## src/rtl/acc_pkg.sv

```systemverilog
// Shared types and helpers for the output accumulator: default element widths,
// accumulator type, drain state enum and the output saturation function.
`ifndef OUT_BIN_LEN
`define OUT_BIN_LEN 8
`endif
`ifndef ACC_BIN_LEN
`define ACC_BIN_LEN 12
`endif
`ifndef OUTPUT_HEIGHT
`define OUTPUT_HEIGHT 2
`endif
`ifndef OUTPUT_WIDTH
`define OUTPUT_WIDTH 2
`endif

package acc_pkg;

  localparam int ACC_BIN_LEN_DEF = `ACC_BIN_LEN;

  typedef logic signed [ACC_BIN_LEN_DEF-1:0] acc_t;

  typedef enum logic {
    ACCUM = 1'b0,
    DRAIN = 1'b1
  } acc_state_e;

  // Clamp a sign-extended value into the signed range of an out_bits-wide word.
  // Working at 64 bits lets one function serve any accumulator/output width pair.
  function automatic logic signed [63:0] sat_to_out(input logic signed [63:0] v,
                                                    input int unsigned out_bits);
    logic signed [63:0] max_v;
    logic signed [63:0] min_v;
    max_v = (64'sd1 <<< (out_bits - 1)) - 64'sd1;
    min_v = -(64'sd1 <<< (out_bits - 1));
    if (v > max_v)      return max_v;
    else if (v < min_v) return min_v;
    else                return v;
  endfunction

endpackage

```

## src/rtl/acc_row_saturate.sv

```systemverilog
// Combinational clamp of one accumulator row (W x ACC_BIN_LEN) down to
// W x OUT_BIN_LEN signed output elements.
module acc_row_saturate
  import acc_pkg::*;
#(
  parameter int OUT_BIN_LEN  = `OUT_BIN_LEN,
  parameter int ACC_BIN_LEN  = `ACC_BIN_LEN,
  parameter int OUTPUT_WIDTH = `OUTPUT_WIDTH
) (
  input  logic [OUTPUT_WIDTH*ACC_BIN_LEN-1:0] i_row,
  output logic [OUTPUT_WIDTH*OUT_BIN_LEN-1:0] o_row
);

  // NOTE: combinational blocks use blocking '=' so later statements see earlier results;
  // registers elsewhere use '<=' so every flop samples pre-edge values.
  always_comb begin
    o_row = '0;
    for (int j = 0; j < OUTPUT_WIDTH; j++) begin
      o_row[j*OUT_BIN_LEN +: OUT_BIN_LEN] =
        OUT_BIN_LEN'(sat_to_out(64'($signed(i_row[j*ACC_BIN_LEN +: ACC_BIN_LEN])),
                                OUT_BIN_LEN));
    end
  end

endmodule

```

## src/rtl/out_accumulator.sv

```systemverilog
// Multi-pass output tile accumulator: sums adder-stage tiles in wide registers,
// then drains the finished tile one saturated row per beat.
module out_accumulator
  import acc_pkg::*;
#(
  parameter int OUT_BIN_LEN   = `OUT_BIN_LEN,
  parameter int ACC_BIN_LEN   = `ACC_BIN_LEN,
  parameter int OUTPUT_HEIGHT = `OUTPUT_HEIGHT,
  parameter int OUTPUT_WIDTH  = `OUTPUT_WIDTH,
  localparam int RIDX_W = (OUTPUT_HEIGHT > 1) ? $clog2(OUTPUT_HEIGHT) : 1
) (
  input  logic                                            clock,
  input  logic                                            reset_n,
  input  logic                                            in_valid,
  input  logic                                            in_first,
  input  logic                                            in_last,
  input  logic [OUTPUT_HEIGHT*OUTPUT_WIDTH*OUT_BIN_LEN-1:0] in_vals,
  output logic                                            in_ready,
  output logic                                            out_valid,
  input  logic                                            out_ready,
  output logic [OUTPUT_WIDTH*OUT_BIN_LEN-1:0]             out_row,
  output logic [RIDX_W-1:0]                               out_row_idx,
  output logic                                            out_last
);

  localparam logic [RIDX_W-1:0] LAST_ROW = RIDX_W'(OUTPUT_HEIGHT - 1);

  acc_state_e                     r_state;
  acc_state_e                     w_state_nxt;
  logic [RIDX_W-1:0]              r_row_idx;
  logic [RIDX_W-1:0]              w_row_idx_nxt;
  logic signed [ACC_BIN_LEN-1:0]  r_acc    [OUTPUT_HEIGHT][OUTPUT_WIDTH];
  logic signed [ACC_BIN_LEN-1:0]  w_in_ext [OUTPUT_HEIGHT][OUTPUT_WIDTH];
  logic [OUTPUT_WIDTH*ACC_BIN_LEN-1:0] w_sel_row;
  logic                           w_accept;
  logic                           w_xfer;

  assign w_accept = in_valid  && (r_state == ACCUM);
  assign w_xfer   = out_ready && (r_state == DRAIN);

  // NOTE: every signal gets a default before the case so no path leaves it
  // unassigned, which would otherwise infer a latch.
  always_comb begin
    w_state_nxt   = r_state;
    w_row_idx_nxt = r_row_idx;
    case (r_state)
      ACCUM: begin
        if (w_accept && in_last) begin
          w_state_nxt   = DRAIN;
          w_row_idx_nxt = '0;
        end
      end
      DRAIN: begin
        if (w_xfer) begin
          if (r_row_idx == LAST_ROW) begin
            w_state_nxt   = ACCUM;
            w_row_idx_nxt = '0;
          end else begin
            w_row_idx_nxt = r_row_idx + 1'b1;
          end
        end
      end
      default: begin
        w_state_nxt   = ACCUM;
        w_row_idx_nxt = '0;
      end
    endcase
  end

  always_ff @(posedge clock or negedge reset_n) begin
    if (!reset_n) begin
      r_state   <= ACCUM;
      r_row_idx <= '0;
    end else begin
      r_state   <= w_state_nxt;
      r_row_idx <= w_row_idx_nxt;
    end
  end

  // Sign-extend each incoming element to accumulator width.
  always_comb begin
    w_in_ext = '{default: '0};
    for (int r = 0; r < OUTPUT_HEIGHT; r++) begin
      for (int c = 0; c < OUTPUT_WIDTH; c++) begin
        w_in_ext[r][c] =
          ACC_BIN_LEN'($signed(in_vals[(r*OUTPUT_WIDTH + c)*OUT_BIN_LEN +: OUT_BIN_LEN]));
      end
    end
  end

  // NOTE: the accumulator array is reset on purpose: a non-first pass after
  // reset must add onto zero, and a reset mid-drain must discard the tile.
  always_ff @(posedge clock or negedge reset_n) begin
    if (!reset_n) begin
      for (int r = 0; r < OUTPUT_HEIGHT; r++) begin
        for (int c = 0; c < OUTPUT_WIDTH; c++) begin
          r_acc[r][c] <= '0;
        end
      end
    end else if (w_accept) begin
      for (int r = 0; r < OUTPUT_HEIGHT; r++) begin
        for (int c = 0; c < OUTPUT_WIDTH; c++) begin
          r_acc[r][c] <= in_first ? w_in_ext[r][c] : r_acc[r][c] + w_in_ext[r][c];
        end
      end
    end
  end

  always_comb begin
    w_sel_row = '0;
    for (int c = 0; c < OUTPUT_WIDTH; c++) begin
      w_sel_row[c*ACC_BIN_LEN +: ACC_BIN_LEN] = r_acc[r_row_idx][c];
    end
  end

  acc_row_saturate #(
    .OUT_BIN_LEN  (OUT_BIN_LEN),
    .ACC_BIN_LEN  (ACC_BIN_LEN),
    .OUTPUT_WIDTH (OUTPUT_WIDTH)
  ) u_row_saturate (
    .i_row (w_sel_row),
    .o_row (out_row)
  );

  assign in_ready    = (r_state == ACCUM);
  assign out_valid   = (r_state == DRAIN);
  assign out_last    = (r_state == DRAIN) && (r_row_idx == LAST_ROW);
  assign out_row_idx = r_row_idx;

endmodule

```

## config.mk

```make
export PLATFORM = sky130hd
export DESIGN_NAME = out_accumulator
export DESIGN_NICKNAME = d
export VERILOG_FILES = /design/src/rtl/acc_pkg.sv /design/src/rtl/acc_row_saturate.sv /design/src/rtl/out_accumulator.sv
export SDC_FILE = /design/constraint.sdc
export NUM_CORES = 1
export LEC_CHECK = 0
export ABC_AREA = 1
export BUFFER_PORTS_ARGS = -buffer_cell sky130_fd_sc_hd__buf_2
export CAP_MARGIN = 40
export CELL_PAD_IN_SITES_DETAIL_PLACEMENT = 1
export CELL_PAD_IN_SITES_GLOBAL_PLACEMENT = 2
export CORE_ASPECT_RATIO = 1.75
export CORE_UTILIZATION = 32
export CTS_BUF_LIST = sky130_fd_sc_hd__clkbuf_4 sky130_fd_sc_hd__clkbuf_8 sky130_fd_sc_hd__clkbuf_16
export DETAILED_ROUTE_END_ITERATION = 6
export PLACE_DENSITY_LB_ADDON = 0.1
export SLEW_MARGIN = 20
export SYNTH_ARGS = -nofsm -noshare
export SYNTH_HDL_FRONTEND = slang
export SYNTH_HIERARCHICAL = 1
export SYNTH_SLANG_ARGS = --single-unit
```

## constraint.sdc

```tcl
create_clock -name clock -period 2.15 [get_ports clock]
set_input_delay 0.43 -clock clock [delete_from_list [all_inputs] [get_ports clock]]
set_output_delay 0.43 -clock clock [all_outputs]
set_load 0.01 [all_outputs]
```

==> results of run 1 <==
## layout make-up
class / count / area, um^2 / share of cell area, %
inverters: 108 / 409 / 6.85
flip-flops and latches: 50 / 1250 / 21.0
repair inverters: 1 / 7.51 / 0.126
clock buffers: 6 / 139 / 2.33
well taps: 189 / 236 / 3.96
repair buffers: 73 / 467 / 7.81
clock inverters: 2 / 12.5 / 0.210
multi-input cells: 648 / 3450 / 57.7
## how the worst max path moves through the flow
stage | slack, ps | end | start
global route | -190 | out_row[8] | out_row_idx
CTS | -90 | out_row[11] | out_row_idx
floorplan | 250 | out_row[10] | out_row_idx
detailed placement | 160 | r_acc[42] | in_vals[0]
global placement | 170 | r_acc[9] | in_vals[31]
finish | -120 | out_row[14] | out_row_idx
## state kept, by name, indices dropped and copies added (netlist names)
register and cells:
out_row_idx 1, r_acc 48, out_valid 1
## worst max-delay path, cell delays in order (launching register included)
cell	delay [ps]
dfrtp_2	500
clkinvlp_4	170
buf_4	170
nand2_1	50
nand2_1	130
a21o_4	260
nand2_1	100
buf_2	130
## kinds of logic (layout without fill, tap and decap cells)
| kind of cell | Yosys count | count (layout) | synth area share (%) |
|---|---|---|---|
| xor+xnor | 13 | 13 | 2.21 |
| flops | 50 | 50 | 24.3 |
| buf+inv | 131 | 190 | 10.1 |
| compound gates | 142 | 142 | 15.5 |
| simple gates | 445 | 445 | 35.7 |
| fa+ha+maj | 48 | 48 | 12.2 |
## synthesized netlist by cell type (all sizes together)
master	n	share of area, %
clkinv	1	0.073
clkbuf	10	0.92
nor2	90	7.0
o221ai	1	0.17
o21ai	40	4.6
fa	4	1.6
o22ai	4	0.49
xor2	5	0.85
nand2	279	20
ha	44	11
nand3b	7	1.0
a21o	2	0.29
xnor2	8	1.4
inv	107	7.8
nand4	12	1.5
dfrtp	50	24
a22oi	2	0.29
a21oi	92	9.5
or2	6	0.73
buf	13	1.3
nand3	51	5.1
o211ai	1	0.15
## stage by stage
stage	cells	cell area, um^2	total power, uW
after floorplan	829	5150	6430
after global placement	1064	5670	8330
after detailed placement	1064	5670	8530
after CTS	1074	5890	9610
after global routing	1077	5970	10800
final	1077	5970	9740
## metal layers
metal | wire length, um | vias to the layer above
li1 | - | 2766
met2 | 10900 | 67
met1 | 7320 | 2674
met4 | 663 | 0
met3 | 303 | 29
met5 | 0 | -
## report_power, final
part           leakage, uW  total (uW)  switching, uW  internal, uW
Sequential        0.000565        1920            507          1420
Clock            0.0000729         863            400           463
Combinational      0.00253        6950           4340          2610
Total              0.00317        9740           5250          4490
## repair_timing
action,4_1_cts,5_1_grt
pin swaps,9,16
endpoints found under the setup margin,14,14
cloned,1,1
resized for setup,21,12
endpoints found under the hold margin,0,0
buffers inserted,1,2
==> results.toml, run 1 <==
[status]
status = "finished with violations"
violations = "DRC, setup timing"

[critical_path]
worstSetupStartpointType = "register"
rrSetupSlack_ps = 320
crit_arrival_ps = 1840
crit_type = "register to output pin"
cp_max_fo = 7
r2r-end = "r_acc[8]"
r2r_cells = 8
required_ps = 1720
reg2reg_from = "r_acc[0]"
endpoint_kind = "output pin"

[clock_tree]
clock-sinks = 50
cts_hold_buf = 0
cts_buffers = 5
cts_tree = "done"
clk_pin_slew_ps = 80
root_buffer = "clkbuf_16"
clock_tree.buffer_depth = 2
clock_latency_ps = 310
htreeDepth = 2

[global_routing]
grt_use_met1_pct = 24.4
antenna_found_initial = 0
grtUsageMet2_pct = 48.3
met3_usage_pct = 2.38
grt_pass1_vias = 5956
overflow = 0
gr-usage-all-layers_pct = 23.9
grt_pass1_wl_um = 30600
busiest_layer = "met2"
grt_start_max_net_pins = 52

[routing]
drtAntennaViolNets = 0
vias = 5536
wl_um = 19200
wl_per_cell_um = 17.8
via_per_inst = 5.14
drt_iter0_markers = 144
drc = 1
dr.pass1.iters = 6

[floorplan]
die_x_um = 97.9
pin_count = 58
core_um2 = 15800
die_area_um2 = 16600
start_util_pct = 32.6
die_h_um = 170
num_rows = 61

[power_and_ir_drop]
peakVddDrop_mv = 0.451
p_leak_uw = 0.00317
p_per_area_nw_per_um2 = 1630

[timing]
clock_skew_ps = 8.22
final_hold_viol_count = 0
hold_ws_ps = 158
rsz0062_at_grt = "true"
fin_crit_ps = 2270
timing.final.ws_setup_ps = -116
slew_headroom_pct = 53.3
fin_setup_tns_ps = -1080
tightest_slew_ps = 700
drv_slew = 0
period_share_pct = 105
setup-violations-final = 14
maxClockFrequency_mhz = 441

[final_layout]
final_common_cell = "nand2_1"
final_cell_mix = "nand2_1 (260), inv_1 (104), a21oi_1 (85), nor2_1 (79), buf_2 (56)"
final_layout_size_suffix_gt1_share_pct = 15.1
nNetsFinal = 973
num_antenna_cells = 0
fill_cells = 2111
syn_to_final_growth_pct = 16.0
fin_util_pct = 37.8

[logic_synthesis]
netlist_instances = 829
ys_seq_area_share_pct = 24.3
synth_area_um2 = 5150
synth.avg_cell_area_um2 = 6.21
yosysWarnings = 6
synth_nets = 915
ys_types = 30
synth_seq_cells = 50

[placed_design]
pre_cts_slack_ps = 165
hpwl_um = 15400
io_buffers = 57
gp_congestion = 0.836

[hold_path]
hold_path.class = "input pin to async pin"

[run]
max_cap_violations = 0
(Power assumes the default switching activity.)
==> run 2: changes to the inputs <==
CORE_UTILIZATION = 24   (was 32)
SYNTH_HIERARCHICAL = default   (was 1)
==> run 2 against run 1 <==
Against the previous run: the run still ends with DRC, setup timing left; design area about the same; register-to-register slack lost 130 ps; global-route usage decreased by 6.4 points; via count decreased by 4.5%; worst hold slack lost 59 ps; power shrank 2.7%; clock-buffer cell count is 1 higher; first-iteration DRC count decreased by 27%; routed wire length is 6.1% lower; sequential power is essentially flat; critical path depth unchanged; largest power group unchanged.
==> results.toml, run 2 <==
[status]
status = "finished with violations"
violations = "DRC, setup timing"

[hold_path]
hold_path.class = "input pin to async pin"

[final_layout]
syn_to_final_growth_pct = 18.2
final_layout_size_suffix_gt1_share_pct = 13.1
fill_cells = 2639
largest_reg_flops = 48
num_antenna_cells = 0
final_common_cell = "nand2_1"
fin_util_pct = 29.2
nNetsFinal = 940
final_cell_mix = "nand2_1 (206), inv_1 (108), a21oi_1 (97), nor2_1 (86), buf_2 (57)"
regMostFlops = "r_acc"

[critical_path]
required_ps = 1720
worstSetupStartpointType = "register"
r2r_cells = 9
crit_arrival_ps = 1870
slowest_stage = "dfrtp_2"
endpoint_kind = "output pin"
max_stage_delay_ps = 450
r2r-end = "r_acc[28]"
rrSetupSlack_ps = 190
cp-startpoint = "out_row_idx"
crit_family = "flip-flops"
crit_type = "register to output pin"
crit_buf_inv = 2
reg2reg_from = "r_acc[24]"
cp_max_fo = 7
path_cells = "buf_8 > or2_1 > o21ai_2 > nand4_2 > o21ai_4 > o21ai_1 > buf_2"

[timing]
fin_crit_ps = 2300
slew_headroom_pct = 67.6
tightest_slew_ps = 486
period_share_pct = 107
final_hold_viol_count = 0
drv_slew = 0
maxClockFrequency_mhz = 435
clock_skew_ps = 8.80
timing.final.ws_setup_ps = -151
rsz0062_at_grt = "true"
setup-violations-final = 14

[logic_synthesis]
ys.flop_type = "dfrtp_1"
netlist.area_leader.share_pct = 24.8
yosysWarnings = 0
ys_seq_area_share_pct = 24.8
synth_area_um2 = 5050
synth_nets = 874
synth.largest_area_cell = "dfrtp_1"
ys_types = 30
synthTopCellsByArea = "dfrtp_1 (25%), nand2_1 (15%), ha_1 (11%)"
synthTopCellsByCount = "nand2_1 (207), inv_1 (108), a21oi_1 (97)"
yosysMostFrequentCell = "nand2_1"
synth_seq_cells = 50
synth.avg_cell_area_um2 = 6.41
netlist_instances = 788
synthArstFlopShare_pct = 100
synth_edf_count = 0

[power_and_ir_drop]
peakVddDrop_mv = 0.458
p_leak_uw = 0.00309
p_per_area_nw_per_um2 = 1590
power_uw = 9480

[routing]
drt_iter0_markers = 105
wl_per_cell_um = 16.3
wl_um = 18000
via_per_inst = 4.80
drtAntennaViolNets = 0
dr.pass1.iters = 7
drc = 2
vias = 5286

[floorplan]
core_um2 = 20500
start_util_pct = 24.7
die_h_um = 194
pin_count = 58
die_area_um2 = 21600
die_x_um = 112
num_rows = 69

[clock_tree]
clock_tree.buffer_depth = 2
root_buffer = "clkbuf_16"
clk_pin_slew_ps = 80
htreeDepth = 2
cts_buffers = 5
cts_hold_buf = 0
cts_tree = "done"
clock_latency_ps = 300
clock-sinks = 50

[global_routing]
grt_start_max_net_pins = 51
antenna_found_initial = 0
grt_pass1_vias = 5747
overflow = 0
grt_pass1_wl_um = 30000
gr-usage-all-layers_pct = 17.5

[placed_design]
hpwl_um = 14600
gp_congestion = 0.789
io_buffers = 57

[run]
max_cap_violations = 0
-- run 2: report_power, final --
group / switching [uW] / internal, uW / total [uW]
sequential: 509 / 1420 / 1930
clock: 393 / 454 / 848
combinational: 4120 / 2590 / 6700
total: 5020 / 4460 / 9480
-- run 2: how the worst max path moves through the flow --
stage,depth (start not counted),endpoint
after floorplan,5,out_row[10]
final,7,out_row[5]
after CTS,7,out_row[5]
after global routing,7,out_row[5]
after global placement,10,r_acc[28]
after detailed placement,6,out_row[8]
-- run 2: kinds of logic (layout without fill, tap and decap cells) --
family                   after synthesis  in the layout  share of synthesized area [%]
AO/OA/AOI/OAI                        163            163                           17.6
XOR/XNOR                              12             12                           2.08
adder cells (fa/ha/maj)               48             48                           12.5
buffers and inverters                131            197                           10.4
flip-flops                            50             50                           24.8
multiplexers                          10             10                           1.98
AND/OR/NAND/NOR                      374            374                           30.7
-- run 2: timing repair --
item                                   CTS  global route
setup endpoints to repair               14            14
endpoints found under the hold margin    0             0
pin swaps                                5             4
cloned                                   0             0
setup buffers                            6             0
gates resized for setup                 16             5
-- run 2: layer usage --
metal / global-route usage, % / part of all wire [%] / vias to the layer above
met5: 0 / 0 / -
met4: 4.15 / 1.1 / 0
met3: 0.688 / 0.87 / 8
met2: 34.4 / 55 / 37
met1: 20.4 / 43 / 2546
li1: - / - / 2695
-- run 2: area by class of cell --
cell class	count	area, um^2	share of cell area, %
timing repair buffer	80	494	8.28
clock buffer	7	140	2.35
tap	248	310	5.20
inverter	110	415	6.96
sequential	50	1250	21.0
multi-input combinational	607	3350	56.2
-- run 2: stage by stage --
| step | area [um^2] | cells | setup WS [ps] | setup TNS [ps] | hold WS (ps) |
|---|---|---|---|---|---|
| after global routing | 5970 | 1102 | -240 | -2890 | 123 |
| final | 5970 | 1102 | -151 | -1750 | 99.4 |
| after global placement | 5690 | 1089 | 103 | 0 | 458 |
| after floorplan | 5050 | 788 | 423 | 0 | 134 |
| after detailed placement | 5690 | 1089 | 56.2 | 0 | 462 |
| after CTS | 5940 | 1102 | -214 | -2680 | 129 |
-- run 2: worst reg2reg max path, cell delays in order (launching register included) --
cell	delay [ps]
dfrtp_1	410
ha_1	250
inv_1	70
fa_1	360
inv_1	100
nand3_1	90
nand3_1	160
xor2_1	250
nand2_1	80
a21oi_1	120
